<file path="config.mk">
export PLATFORM = sky130hd
export DESIGN_NAME = eth_tx_fifo2axis_flat
export DESIGN_NICKNAME = d
export VERILOG_FILES = /design/src/rtl/eth_pkg.sv /design/src/rtl/eth_tx_fifo2axis_if.sv /design/src/rtl/eth_tx_fifo2axis_outreg.sv /design/src/rtl/eth_tx_fifo2axis.sv /design/src/flat_wrapper.sv
export SDC_FILE = /design/constraint.sdc
export NUM_CORES = 1
export LEC_CHECK = 0
export BUFFER_PORTS_ARGS = -buffer_cell sky130_fd_sc_hd__buf_4
export CAP_MARGIN = 10
export CORE_MARGIN = 2
export CORE_UTILIZATION = 50
export DETAILED_ROUTE_END_ITERATION = 6
export PLACE_DENSITY = 0.88
export SETUP_SLACK_MARGIN = 0.4
export SYNTH_ARGS = -nofsm -noshare
export SYNTH_HDL_FRONTEND = slang
export SYNTH_SLANG_ARGS = --single-unit
</file>
<file path="constraint.sdc">
create_clock -name clk -period 15 [get_ports clk]
set_input_delay 3.75 -clock clk [delete_from_list [all_inputs] [get_ports clk]]
set_output_delay 3.75 -clock clk [all_outputs]
set_load 0.01 [all_outputs]
</file>
<file path="src/rtl/eth_pkg.sv">
// Shared TX-path types: the 74-bit FIFO word, the output FSM states and
// small byte-lane helpers.
package eth_pkg;

  localparam int unsigned ETH_MIN_BYTES = 60;

  typedef struct packed {
    logic [63:0] tdata;
    logic [7:0]  tkeep;
    logic        tlast;
    logic        rsvd;
  } txword_t;

  typedef enum logic [1:0] {
    IDLE = 2'd0,
    DATA = 2'd1,
    PAD  = 2'd2,
    GAP  = 2'd3
  } tx_state_e;

  function automatic logic [3:0] popcount8(input logic [7:0] v);
    logic [3:0] c;
    c = '0;
    for (int unsigned i = 0; i < 8; i++) c = c + {3'b000, v[i]};
    return c;
  endfunction

  function automatic logic [63:0] keep_mask(input logic [7:0] k);
    logic [63:0] m;
    for (int unsigned i = 0; i < 8; i++) m[8*i +: 8] = {8{k[i]}};
    return m;
  endfunction

endpackage

</file>
<file path="src/rtl/eth_tx_fifo2axis_if.sv">
// 64-bit AXI4-Stream bundle between the TX drain stage and the MAC.
interface eth_tx_fifo2axis_if;
  logic [63:0] tdata;
  logic [7:0]  tkeep;
  logic        tlast;
  logic        tvalid;
  logic        tready;

  modport master (output tdata, tkeep, tlast, tvalid, input tready);
  modport slave  (input tdata, tkeep, tlast, tvalid, output tready);
endinterface

</file>
<file path="src/rtl/eth_tx_fifo2axis_outreg.sv">
// Single-stage valid/ready output register; payload is held while stalled.
module eth_axis_outreg (
  input  logic                       clk,
  input  logic                       rst,
  input  logic                       i_load,
  input  logic [63:0]                i_tdata,
  input  logic [7:0]                 i_tkeep,
  input  logic                       i_tlast,
  output logic                       o_adv,
  eth_tx_fifo2axis_if.master         m
);

  logic [63:0] r_tdata;
  logic [7:0]  r_tkeep;
  logic        r_tlast;
  logic        r_tvalid;

  assign o_adv = !r_tvalid || m.tready;

  always_ff @(posedge clk or posedge rst) begin
    if (rst) begin
      r_tdata  <= '0;
      r_tkeep  <= '0;
      r_tlast  <= 1'b0;
      r_tvalid <= 1'b0;
    end else if (o_adv) begin
      r_tvalid <= i_load;
      if (i_load) begin
        r_tdata <= i_tdata;
        r_tkeep <= i_tkeep;
        r_tlast <= i_tlast;
      end
    end
  end

  assign m.tdata  = r_tdata;
  assign m.tkeep  = r_tkeep;
  assign m.tlast  = r_tlast;
  assign m.tvalid = r_tvalid;

endmodule

</file>
<file path="src/rtl/eth_tx_fifo2axis.sv">
// Drains the shared TX FIFO onto the MAC stream, zero-pads runt frames to
// MIN_BYTES, enforces an inter-frame gap and counts frames / padded frames.
module eth_tx_fifo2axis
  import eth_pkg::*;
#(
  parameter int unsigned MIN_BYTES  = ETH_MIN_BYTES,
  parameter int unsigned GAP_CYCLES = 1,
  parameter int unsigned CNT_W      = 32
) (
  input  logic               clk,
  input  logic               rst,
  input  logic [73:0]        fifo_dout,
  input  logic               fifo_empty,
  output logic               fifo_rd_en,
  eth_tx_fifo2axis_if.master m_axis,
  output logic [CNT_W-1:0]   frame_cnt,
  output logic [CNT_W-1:0]   pad_cnt
);

  tx_state_e        r_state;
  logic [3:0]       r_word_idx;
  logic [3:0]       r_gap_cnt;
  logic [CNT_W-1:0] r_frame_cnt;
  logic [CNT_W-1:0] r_pad_cnt;

  txword_t     w_in;
  logic        w_unused_rsvd;
  logic        w_adv;
  logic        w_pop;
  logic        w_runt;
  logic        w_tlast_hs;
  logic [7:0]  w_bytes;
  logic        w_load;
  logic [63:0] w_out_tdata;
  logic [7:0]  w_out_tkeep;
  logic        w_out_tlast;

  assign w_in          = txword_t'(fifo_dout);
  assign w_unused_rsvd = w_in.rsvd;
  assign w_pop         = (r_state == DATA) && !fifo_empty && w_adv && !rst;
  assign fifo_rd_en    = w_pop;
  assign w_tlast_hs    = m_axis.tvalid && m_axis.tready && m_axis.tlast;

  // word_idx saturates at 8, so any frame past eight words is never a runt
  assign w_bytes = {1'b0, r_word_idx, 3'b000} + {4'b0000, popcount8(w_in.tkeep)};
  assign w_runt  = (w_bytes < 8'(MIN_BYTES)) && (r_word_idx <= 4'd7);

  always_comb begin
    w_load      = 1'b0;
    w_out_tdata = '0;
    w_out_tkeep = '0;
    w_out_tlast = 1'b0;
    if (w_pop) begin
      w_load      = 1'b1;
      w_out_tdata = w_in.tdata;
      w_out_tkeep = w_in.tkeep;
      w_out_tlast = w_in.tlast;
      if (w_in.tlast && w_runt) begin
        w_out_tdata = w_in.tdata & keep_mask(w_in.tkeep);
        if (r_word_idx == 4'd7) begin
          w_out_tkeep = w_in.tkeep | 8'h0F;
          w_out_tlast = 1'b1;
        end else begin
          w_out_tkeep = 8'hFF;
          w_out_tlast = 1'b0;
        end
      end
    end else if ((r_state == PAD) && w_adv) begin
      w_load      = 1'b1;
      w_out_tkeep = (r_word_idx == 4'd7) ? 8'h0F : 8'hFF;
      w_out_tlast = (r_word_idx == 4'd7);
    end
  end

  always_ff @(posedge clk or posedge rst) begin
    if (rst) begin
      r_state     <= IDLE;
      r_word_idx  <= '0;
      r_gap_cnt   <= '0;
      r_frame_cnt <= '0;
      r_pad_cnt   <= '0;
    end else begin
      if (w_tlast_hs) r_frame_cnt <= r_frame_cnt + CNT_W'(1);
      unique case (r_state)
        IDLE: begin
          r_word_idx <= '0;
          if (!fifo_empty) r_state <= DATA;
        end
        DATA: begin
          if (w_pop) begin
            if (!w_in.tlast) begin
              if (r_word_idx < 4'd8) r_word_idx <= r_word_idx + 4'd1;
            end else if (!w_runt || (r_word_idx == 4'd7)) begin
              r_state <= GAP;
            end else begin
              r_word_idx <= r_word_idx + 4'd1;
              r_state    <= PAD;
            end
            if (w_in.tlast && w_runt) r_pad_cnt <= r_pad_cnt + CNT_W'(1);
          end
        end
        PAD: begin
          if (w_adv) begin
            if (r_word_idx == 4'd7) r_state <= GAP;
            else r_word_idx <= r_word_idx + 4'd1;
          end
        end
        GAP: begin
          // gap_cnt==0 means still waiting for the tlast beat to be taken
          if (r_gap_cnt != 4'd0) begin
            if (r_gap_cnt == 4'd1) r_state <= IDLE;
            r_gap_cnt <= r_gap_cnt - 4'd1;
          end else if (w_tlast_hs) begin
            if (GAP_CYCLES == 0) r_state <= IDLE;
            else r_gap_cnt <= 4'(GAP_CYCLES);
          end
        end
        default: r_state <= IDLE;
      endcase
    end
  end

  eth_axis_outreg u_outreg (
    .clk     (clk),
    .rst     (rst),
    .i_load  (w_load),
    .i_tdata (w_out_tdata),
    .i_tkeep (w_out_tkeep),
    .i_tlast (w_out_tlast),
    .o_adv   (w_adv),
    .m       (m_axis)
  );

  assign frame_cnt = r_frame_cnt;
  assign pad_cnt   = r_pad_cnt;

endmodule
</file>
<file path="src/flat_wrapper.sv">
// flat-port wrapper written by rule: the top's interface ports become plain ports
module eth_tx_fifo2axis_flat import eth_pkg::*;
#(
  parameter int unsigned MIN_BYTES  = ETH_MIN_BYTES,
  parameter int unsigned GAP_CYCLES = 1,
  parameter int unsigned CNT_W      = 32
)
  (clk, rst, fifo_dout, fifo_empty, fifo_rd_en, frame_cnt, pad_cnt, m_axis_tdata, m_axis_tkeep, m_axis_tlast, m_axis_tvalid, m_axis_tready);
  eth_tx_fifo2axis_if m_axis_i ();
  input  logic clk;
  input  logic rst;
  input  logic [73:0] fifo_dout;
  input  logic fifo_empty;
  output logic fifo_rd_en;
  output logic [CNT_W-1:0] frame_cnt;
  output logic [CNT_W-1:0] pad_cnt;
  output wire logic [$bits(m_axis_i.tdata)-1:0] m_axis_tdata;
  output wire logic [$bits(m_axis_i.tkeep)-1:0] m_axis_tkeep;
  output wire logic [$bits(m_axis_i.tlast)-1:0] m_axis_tlast;
  output wire logic [$bits(m_axis_i.tvalid)-1:0] m_axis_tvalid;
  input wire logic [$bits(m_axis_i.tready)-1:0] m_axis_tready;
  assign m_axis_tdata = m_axis_i.tdata;
  assign m_axis_tkeep = m_axis_i.tkeep;
  assign m_axis_tlast = m_axis_i.tlast;
  assign m_axis_tvalid = m_axis_i.tvalid;
  assign m_axis_i.tready = m_axis_tready;
  eth_tx_fifo2axis #(.MIN_BYTES(MIN_BYTES), .GAP_CYCLES(GAP_CYCLES), .CNT_W(CNT_W)) u_core (.clk(clk), .rst(rst), .fifo_dout(fifo_dout), .fifo_empty(fifo_empty), .fifo_rd_en(fifo_rd_en), .m_axis(m_axis_i), .frame_cnt(frame_cnt), .pad_cnt(pad_cnt));
endmodule
</file>
After elaboration in Yosys (flattened, before gate mapping)
Index checks and enable logic that the tools add are counted.
{"block": "classes", "n_eq_ne": 15, "mux": 31, "bitwise": 1, "magnitude_cmp": 3, "n_reduce_logical": 23, "addsub": 12}
{"op": "2-to-1 mux 64 bit", "n": 2}
{"op": "adder 32 x 1 -> 32 bit, second input constant", "n": 2}
{"op": "bitwise AND 64 bit", "n": 1}
{"op": "2-to-1 mux 8 bit", "n": 5}
{"op": "2-to-1 mux 4 bit", "n": 8}
{"op": "adder 4 x 1 -> 4 bit", "n": 6}
{"op": "2-to-1 mux 2 bit", "n": 7}
{"op": "case mux 4 bit (3 select lines)", "n": 1}
{"op": "adder 7 x 4 -> 8 bit", "n": 1}
{"op": "logical AND 1 bit", "n": 8}
{"op": "< comparator 8 x 6 -> 1 bit, second input constant", "n": 1}
{"op": "inequality test 2 x 1 -> 1 bit, second input constant", "n": 4}
{"op": "inequality test 2 bit, second input constant", "n": 4}
{"op": "case mux 2 bit (4 select lines)", "n": 1}
{"op": "2-to-1 mux 1 bit", "n": 7}
{"op": "AND reduction 7 bit", "n": 1}
{"op": "inequality test 3 bit, second input constant", "n": 2}
{"op": "AND reduction 6 bit", "n": 1}
{"op": "adder 4 x 1 -> 4 bit, second input constant", "n": 1}
{"op": "== test 2 bit, second input constant", "n": 2}
{"op": "== test 4 x 1 -> 1 bit, second input constant", "n": 1}
{"op": "== test 4 x 3 -> 1 bit, second input constant", "n": 1}
{"op": "<= comparator 4 x 3 -> 1 bit, second input constant", "n": 1}
{"op": "logical NOT 1 bit", "n": 4}
{"op": "11 further kinds", "n": 13}
{"block": "totals", "in_bits": 78, "regBits": 148, "out_inout_bits": 139, "word_cells": 94}

Longest topological paths before layout
{"block": "logic_depth", "word_depth": 16, "mapped_depth": 16, "depth_no_buf": 15}

Hierarchy
A second synthesis with hierarchy kept.
{"block": "unflattened", "hier_cells": 584, "hier_area_um2": 7238.2}
{"module": "eth_tx_fifo2axis", "cells_per_inst": 426, "area_per_inst_um2": 4187.8, "instances": 1}
{"module": "eth_axis_outreg", "cells_per_inst": 158, "area_per_inst_um2": 3050.4, "instances": 1}

Worst setup path before layout
OpenSTA, ideal clock, no wires.
{"block": "synth_timing", "kind": "input-to-output", "startpoint": "input fifo_empty", "endpoint": "output fifo_rd_en", "path_slack_ps": 6923, "n_path_buf": 0, "stages": 3, "arrival_time_ps": 4327, "cell_sequence": "nor3_1 > nand2_1 > inv_1"}
{"block": "synth_via", "elab_chain_cells": 4}
{"element": "start, declared", "line": "flat_wrapper.sv:13", "rtl": "input logic fifo_empty;"}
{"element": "logical NOT 1 bit", "line": "eth_tx_fifo2axis.sv:40", "rtl": "assign w_pop = (r_state == DATA) && !fifo_empty && w_adv && !rst;"}
{"element": "logical AND 1 bit (3 in series)", "line": "eth_tx_fifo2axis.sv:40"}
{"element": "end, declared", "line": "flat_wrapper.sv:14", "rtl": "output logic fifo_rd_en;"}
No other way between the ends.

Worst setup path after layout
{"block": "layout_timing", "startpoint": "input rst", "endpoint": "output fifo_rd_en"}
{"block": "layout_via", "elab_chain_cells": 2}
{"element": "start, declared", "line": "flat_wrapper.sv:11", "rtl": "input logic rst;"}
{"element": "logical NOT 1 bit", "line": "eth_tx_fifo2axis.sv:40"}
{"element": "logical AND 1 bit", "line": "eth_tx_fifo2axis.sv:40"}
No other way between the ends.

==> metrics <==
Final Hold Vio Count 0; critical path launch point rst; maxcap violations 0; final setup violation count 0; pin count of the biggest net entering global routing 81; vias in the first global route 5513; crit-path max FO 16; Worst EP arrival 4.98 ns; Cells after Synth 548; DIE AREA 14000 um^2; fmax 115 MHz; residual DRC count 0; top_reg_cell synth dfrtp_1; sequential cell area fraction in the yosys report 56.8%; number of diodes 0; Post-synth EDFFs 0; Yosys cell types 53; Die X 118 um; worst skew pair latency 0.41 ns; relative slew slack 35.6%; share of cells above drive strength 1 33.5%; Final ANT Viol Nets 0; Sink Count 148; Top Ports 217; kind of critical path input pin to output pin; fraction of registers with async set/reset 100%; Yosys reg bits 148; initial antenna violation count 0; r2r worst-path depth 7; synthesized area per cell 11.9 um^2; TritonCTS clock tree done; top cell type's share of synthesized area 56.8%; static leakage 4.57 nW; internal reg-to-reg setup slack 12.22 ns; area grow syn2layout 36.9%; total vias in the final route 5393; largest stage delay on the critical path 0.37 ns; PwrDens 169 nW/um^2; Overall Global Routing Usage 25.1%; GP Congestion 0.845; CP max stage cell nand2_1; Worst-path clk slew 0.06 ns; post-CTS setup buffers 0; count leader, synth dfrtp_1; CP required 11.25 ns; hold_buf cts 0; minimum clock period 8.73 ns; yosys warns 0; Initial Util 51.5%; wire per inst 18.0 um; Max Clock Skew 0.00663 ns; first-pass GRT wire length 27.8 mm; Die H 118 um; delay-heaviest family, CP simple AND/OR/NAND/NOR gates; setup tns final 0 ns; first-pass iteration count of the detailed router 5; Synth top cells by count 148 x dfrtp_1, 65 x a22o_1, 37 x xnor2_1; number of max-slew violations in the final report 0; H-tree Lvls 4; Max Root-Sink Buffers 2; DR vias/cell 5.65; Routed WL 17.2 mm; Core Rows 41; TritonCTS buffer count 17; Slew @ Worst Pin 0.966 ns; Place WS 6.28 ns; synth top area cells dfrtp_1 57%, a22o_1 8.7%, xnor2_1 5.0%; crit path launch type input pin; dpl hpwl 12.6 mm; I/O Buffers 215; Core ar. 12700 um^2; DP Area 8320 um^2; Worst IR Drop VDD 80.2 uV; HP Class flip-flop to flip-flop; post-cts repair resize count 0; PnR Total Power 0.00151 W; final worst setup slack 6.27 ns; Critical Path Most Common Cell buf_4; Final Util 70.5%; end of the critical path fifo_rd_en; area of the mapped netlist 6520 um^2; root buffer cell clkbuf_16; Syn Nets 642; DR iter-0 viols 390; Layout Nets 863; R2R Path End u_core.pad_cnt[22]; worst path cell trace buf_4, nor3_1, nand2_1, inv_1, buf_4; worst r2r src u_core.r_state[1]; status complete, no violations; worst path bufs/invs 3; fin crit share 58.2%; GRT overflow 0; RSZ-0062 raised after global routing no; Worst setup EP type output pin; Worst path depth 5; biggest area consumer among synthesized cells dfrtp_1; final instance area 8930 um^2
==> cells by family (layout without fill, tap and decap cells) <==
| group | Yosys count | count (layout) | synth area share (%) |
|---|---|---|---|
| AO/OA/AOI/OAI | 121 | 121 | 15.2 |
| XOR/XNOR | 63 | 63 | 8.46 |
| flip-flops | 148 | 148 | 56.8 |
| adder cells (fa/ha/maj) | 16 | 16 | 3.30 |
| AND/OR/NAND/NOR | 160 | 160 | 13.4 |
| buffers and inverters | 36 | 270 | 2.19 |
| multiplexers | 4 | 4 | 0.671 |
==> worst reg2reg max path: stages (launching register included) <==
cell     delay (ns)
dfrtp_1        0.41
inv_1          0.13
ha_1           0.24
and2_0         0.34
and3_1         0.46
nand4_1        0.36
nor4_1         0.53
xor2_1         0.23
==> power breakdown <==
part           switching, W  leakage [nW]  internal (W)  total [W]
Clock              0.000162         0.296      0.000270   0.000433
Sequential        0.0000744          1.98      0.000507   0.000582
Combinational      0.000242          2.30      0.000254   0.000496
Total              0.000478          4.57       0.00103    0.00151
==> cells in the final DEF, fill, tap and decap left out, types with 3 or more instances in the layout <==
cell	n
o21ai_0	7
and2_1	3
nand4_1	19
bufinv_16	3
o22a_1	4
a21oi_1	9
dfrtp_1	148
nor3_1	12
clkbuf_16	17
nand2b_1	3
inv_1	20
nor2_1	22
xor2_1	26
clkinv_2	3
and3_1	12
nor2b_1	7
nor4_1	3
ha_1	14
and4_1	11
xnor2_1	37
a21o_1	4
clkinv_4	4
nand2_1	32
nand3_1	28
a22o_1	65
buf_4	217
a31oi_1	8
o221ai_1	4
mux2_2	3
==> how the worst min path moves through the flow <==
stage          cells past startpoint                  from                    to  slack (ns)
6_report                           1  u_core.frame_cnt[31]  u_core.frame_cnt[31]        0.47
5_1_grt                            1  u_core.frame_cnt[31]  u_core.frame_cnt[31]        0.50
4_1_cts                            1  u_core.frame_cnt[31]  u_core.frame_cnt[31]        0.47
3_5_place_dp                       1  u_core.frame_cnt[31]  u_core.frame_cnt[31]        0.46
3_3_place_gp                       1  u_core.frame_cnt[31]  u_core.frame_cnt[31]        0.46
2_1_floorplan                      1   u_core.r_gap_cnt[0]   u_core.r_gap_cnt[0]        0.45
==> registers in the layout, summed over array words and instances, names as in the netlist <==
signal                    flops
u_core.u_outreg.m.tdata      64
u_core.frame_cnt             32
u_core.pad_cnt               32
u_core.u_outreg.m.tkeep       8
u_core.r_gap_cnt              4
u_core.r_word_idx             4
u_core.r_state                2
u_core.u_outreg.m.tlast       1
u_core.u_outreg.m.tvalid      1
==> routing by layer <==
metal / global-route usage, % / share of wire [%] / up-vias
li1: - / - / 2467
met1: 30.2 / 40 / 2674
met2: 42.5 / 51 / 219
met3: 7.63 / 7.6 / 33
met4: 9.34 / 1.8 / 0
met5: 0 / 0 / -
==> layout make-up <==
type                       instances  area (um^2)
clock inverter                    12          155
multi-input combinational        364         2690
tap                              172          215
timing repair buffer             217         1630
clock buffer                      20          457
inverter                          21         83.8
sequential                       148         3700
fill                             883         3740
==> through the flow <==
| step | hold WS (ns) | instances |
|---|---|---|
| final | 0.466 | 954 |
| after global routing | 0.497 | 954 |
| after CTS | 0.470 | 954 |
| after detailed placement | 0.458 | 922 |
| after global placement | 0.460 | 922 |
| after floorplan | 0.454 | 548 |
(Power assumes the default switching activity.)
